**src/rtl/fnd_scan_controller.sv**
```systemverilog
// Four-digit seven-segment scan controller: per-frame BCD snapshot, per-slot blanking,
// leading-zero suppression and a registered output stage for the digit decoder/encoder.
module fnd_scan_controller #(
  parameter int unsigned CLK_DIV      = 100000,
  parameter int unsigned BLANK_CYCLES = 1000
) (
  input  logic        i_clk,
  input  logic        i_reset,
  input  logic [15:0] i_value,
  input  logic [3:0]  i_dp_mask,
  input  logic        i_lz_blank,
  input  logic        i_display_on,
  output logic [1:0]  o_digit_position,
  output logic        o_digit_blank,
  output logic [3:0]  o_bcd,
  output logic        o_dp,
  output logic        o_frame_start
);

  localparam int unsigned CW = (CLK_DIV > 1) ? $clog2(CLK_DIV) : 1;
  localparam logic [CW-1:0] CntLast = CW'(CLK_DIV - 1);
  localparam logic [CW-1:0] CntShow = CW'(BLANK_CYCLES);

  logic [CW-1:0] cnt_q, cnt_d;
  logic [1:0]    pos_q, pos_d;
  logic [15:0]   snap_value_q;
  logic [3:0]    snap_dp_q;
  logic          snap_lz_q;
  logic          frame_q;

  logic          slot_end;
  logic          wrap;
  logic [3:0]    digit_zero;
  logic          lz_sup;
  logic          blank;
  logic [3:0]    bcd;

  always_comb begin
    slot_end = (cnt_q == CntLast);
    wrap     = slot_end && (pos_q == 2'd3);
    cnt_d    = slot_end ? '0 : cnt_q + CW'(1);
    pos_d    = slot_end ? pos_q + 2'd1 : pos_q;

    for (int k = 0; k < 4; k++) begin
      digit_zero[k] = (snap_value_q[4*k +: 4] == 4'd0);
    end

    // A digit is dropped only when it and every more significant digit are zero.
    lz_sup = 1'b0;
    unique case (pos_q)
      2'd0: lz_sup = 1'b0;
      2'd1: lz_sup = snap_lz_q & digit_zero[3] & digit_zero[2] & digit_zero[1];
      2'd2: lz_sup = snap_lz_q & digit_zero[3] & digit_zero[2];
      2'd3: lz_sup = snap_lz_q & digit_zero[3];
      default: lz_sup = 1'b0;
    endcase

    blank = (cnt_q < CntShow) | ~i_display_on | lz_sup;
    bcd   = snap_value_q[{pos_q, 2'b00} +: 4];
  end

  always_ff @(posedge i_clk or posedge i_reset) begin
    if (i_reset) begin
      cnt_q        <= '0;
      pos_q        <= 2'd0;
      snap_value_q <= 16'd0;
      snap_dp_q    <= 4'd0;
      snap_lz_q    <= 1'b0;
      frame_q      <= 1'b0;
    end else begin
      cnt_q   <= cnt_d;
      pos_q   <= pos_d;
      frame_q <= wrap;
      if (wrap) begin
        snap_value_q <= i_value;
        snap_dp_q    <= i_dp_mask;
        snap_lz_q    <= i_lz_blank;
      end
    end
  end

  always_ff @(posedge i_clk or posedge i_reset) begin
    if (i_reset) begin
      o_digit_position <= 2'd0;
      o_digit_blank    <= 1'b1;
      o_bcd            <= 4'd0;
      o_dp             <= 1'b0;
      o_frame_start    <= 1'b0;
    end else begin
      o_digit_position <= pos_q;
      o_digit_blank    <= blank;
      o_bcd            <= bcd;
      o_dp             <= snap_dp_q[pos_q] & ~blank;
      o_frame_start    <= frame_q;
    end
  end

endmodule

```
**config.mk**
```make
export PLATFORM = sky130hd
export DESIGN_NAME = fnd_scan_controller
export DESIGN_NICKNAME = d
export VERILOG_FILES = /design/src/rtl/fnd_scan_controller.sv
export SDC_FILE = /design/constraint.sdc
export NUM_CORES = 1
export LEC_CHECK = 0
export ABC_AREA = 1
export CORE_UTILIZATION = 25
export CTS_CLUSTER_DIAMETER = 30
export DETAILED_ROUTE_END_ITERATION = 8
export HOLD_SLACK_MARGIN = 0.02
export PLACE_DENSITY = 0.53
export SLEW_MARGIN = 5
export SYNTH_ARGS = -nofsm -noshare
export SYNTH_HDL_FRONTEND = slang
export SYNTH_SLANG_ARGS = --single-unit
```
**constraint.sdc**
```tcl
create_clock -name i_clk -period 1.8 [get_ports i_clk]
set_clock_uncertainty 0.15 [all_clocks]
set_input_delay 0.54 -clock i_clk [delete_from_list [all_inputs] [get_ports i_clk]]
set_output_delay 0.54 -clock i_clk [all_outputs]
set_load 0.02 [all_outputs]
```
==> results of run 1 <==
placed cells by master, fill, tap and decap left out, drive strengths merged:
cell           instances
nand2                 95
dfstp                  1
o211ai                 1
nor2                  42
or2                    1
dlygate4sd2            8
buf                   15
clkdlybuf4s50         23
xnor2                  2
clkinvlp               3
a21oi                  5
nand3                  9
o21ai                 15
nand3b                 1
inv                   30
dfrtp                 49
clkbuf                 5
a21boi                 1
ha                     5
o22ai                  4
xor2                   5
nand4                  2
clkdlybuf4s15          1
nor3                   5
per-stage QoR:
| stage | hold WS [ns] | setup WS [ns] | utilization [%] | cell area [µm²] | power (W) |
|---|---|---|---|---|---|
| floorplan | 0.181 | 0.0324 | - | 2390 | 0.00116 |
| global placement | 0.184 | 0.0255 | 32.2 | 2970 | 0.00123 |
| detailed placement | 0.193 | 0.0330 | 32.2 | 2970 | 0.00123 |
| CTS | 0.217 | 0.0328 | 33.0 | 3050 | 0.00190 |
| global route | 0.235 | 0.00229 | 33.1 | 3050 | 0.00195 |
| finish | 0.212 | 0.0470 | 33.1 | 3050 | 0.00186 |
timing repair:
item / in CTS / in global routing
setup endpoints to repair: 9 / 18
endpoints found under the hold margin: 0 / 0
resized for setup: 11 / 3
gates cloned: 0 / 0
worst max path at each step:
| stage | startpoint | slack (ns) | cells past startpoint | to |
|---|---|---|---|---|
| floorplan | pos_q[0] | 0.03 | 9 | o_dp |
| global placement | o_digit_blank | 0.03 | 1 | o_digit_blank |
| detailed placement | o_digit_blank | 0.03 | 1 | o_digit_blank |
| CTS | o_digit_blank | 0.03 | 1 | o_digit_blank |
| global route | pos_q[0] | 0.002 | 11 | o_dp |
| finish | o_digit_blank | 0.05 | 1 | o_digit_blank |
cell usage after synthesis, drive strengths merged, types with 2 or more instances:
library cell	count
dfrtp	49
o22ai	4
nand2	95
a21oi	5
buf	5
nand3	9
ha	5
nor2	42
nand4	2
inv	31
o21ai	15
nor3	5
xor2	5
xnor2	2
state kept, by name, summed over array words and instances (netlist names):
| register | count |
|---|---|
| o_dp | 1 |
| o_frame_start | 1 |
| snap_lz_q | 1 |
| pos_q | 2 |
| o_digit_blank | 1 |
| cnt_q | 17 |
| snap_value_q | 16 |
| o_digit_position | 2 |
| o_bcd | 4 |
| frame_q | 1 |
| snap_dp_q | 4 |
logic make-up after synthesis:
family	count (synthesis)	share of synthesized area (%)
buf+inv	37	7.51
fa+ha+maj	5	2.63
simple gates	155	28.8
flops	50	52.6
xor+xnor	7	2.57
compound gates	26	5.88
layer usage:
metal | GRT usage (%) | up-vias
met3 | 2.32 | 4
met2 | 19.2 | 25
li1 | - | 955
met5 | 0 | -
met4 | 2.71 | 0
met1 | 15.0 | 875
power by group through the flow:
stage	logic, W	clock network, W	registers (W)
CTS	0.0000895	0.000691	0.00112
finish	0.0000867	0.000649	0.00112
global placement	0.0000884	0	0.00114
floorplan	0.0000171	0	0.00114
global route	0.0000956	0.000735	0.00112
detailed placement	0.0000897	0	0.00114
area by class of cell:
type / instances / area share (%)
well taps: 129 / 5.28
flip-flops and latches: 50 / 41.0
inverters: 31 / 4.10
multi-input cells: 193 / 31.3
repair buffers: 47 / 15.5
clock buffers: 5 / 2.25
clock inverters: 2 / 0.492
==> metrics.cfg, run 1 <==
[critical_path]
worst_path_max_delay_cell = dfstp_2
path_buf_inv = 1
end_kind = output port
critical_path_class = reg2out
slowest_delay_ns = 0.52
reg2reg_slack_ns = 0.14
worst_ep_arrival_time_ns = 1.06
cp-start-kind = flip-flop
timing.rr.start = cnt_q[0]
reg2reg_to = snap_value_q[3]
path_delay_family = flip-flops
crit_path_cell_trace = clkdlybuf4s15_2
worstRegToRegCells = 10
critPathMaxFanout = 1
crit_required_ns = 1.11

[run_status]
status = complete, no violations

[logic_synthesis]
synth_top_area_cell = dfrtp_1
synth_fp_nets = 309
synth_top_area_share_pct = 51.5
synth_warnings = 0
syn_area_um2 = 2380
async_flop_share_pct = 100
synth_edf_count = 0
synth.avg_cell_area_um2 = 8.51
synth_area_leaders = dfrtp_1, nand2_1, nor2_1
synth_top_flop_cell = dfrtp_1
synth_cell_types = 31
synth_sequential_area_ratio_pct = 52.6
synth-seq-cells = 50
netlist_instances = 280

[pwr]
p_comb_share_pct = 4.7
power_switching_w = 0.000415
swShare_pct = 22.4
p_per_area_nw_per_um2 = 608
internal-power_w = 0.00144
ir_drop_mv = 0.242
cellLeakagePower_nw = 1.44
clockPowerShare_pct = 34.9
p_seq_share_pct = 60.4

[floorplanning]
fp.dieW_um = 99.6
start_util_pct = 25.8
num_io_pins = 33
fp.coreArea_um2 = 9240
die-height_um = 99.6
num_rows = 35
die_area_um2 = 9920

[hold_path]
holdPathStages = 0
hold_end = o_frame_start
min-delay-start = frame_q
hp-class = reg2reg

[cells_and_area]
regArea_um2 = 1250
fillCellCount = 1001
final_nets = 357
multi_input_area_um2 = 956
antenna_cells = 0
final-instance-count-excl-fill = 457
area.growth.synth_to_final_pct = 28.2
drive_gt1_share_pct = 14.3

[clock_tree]
cts-root-buf = clkbuf_8
clk_pin_slew_worst_paths_ns = 0.10
cts_inserted_buffers = 5
postCtsSetupBuffers = 0
clock-sinks = 50
holdBufCountCts = 0
clk_latency_ns = 0.30
cts_tree = built
clk_path_buf_depth = 2
htreeDepth = 2

[sta]
tightest_slew_ns = 0.350
tns_ns = 0
finalCritPeriodShare_pct = 97.4
rsz0062_at_grt = false
drv_slew = 0
period_minus_slack_ns = 1.75
relSlewSlack_pct = 76.6
finalHoldViolations = 0
fmax_mhz = 570
setup_viol = 0

[drt]
routed_wl_um = 5140
met2RoutedLength_um = 2490
vias_per_cell = 4.07
post_drt_wl_per_cell_um = 11.3
num_vias = 1859
antenna_left = 0
drt_pre_antenna_iters = 4
route.detailed.drc = 0
drt_iter0_markers = 79
wl_met3_um = 136
top_layer_used = met4
wl_met1_um = 2480

[global_route]
grt_pass1_vias = 1867
grt_max_degree = 22
overflow = 0
grt_usage_pct = 11.4
grt_pass1_wl_um = 8930
antenna_found_initial = 0

[placement]
place_hpwl_um = 3920
placed_cells = 450
place.gp.congestion = 0.802
port_buffers = 32

[flow_run]
cap_violations = 0

(Power assumes the default switching activity.)
==> run 2: changes to the inputs <==
--- a/config.mk
+++ b/config.mk
@@ -6,6 +6,7 @@
 export NUM_CORES = 1
 export LEC_CHECK = 0
 export ABC_AREA = 1
+export CAP_MARGIN = 10
 export CORE_UTILIZATION = 25
 export CTS_CLUSTER_DIAMETER = 30
 export DETAILED_ROUTE_END_ITERATION = 8
==> results of run 2 <==
The final DEF is identical to that of run 1; final timing and power are the same.
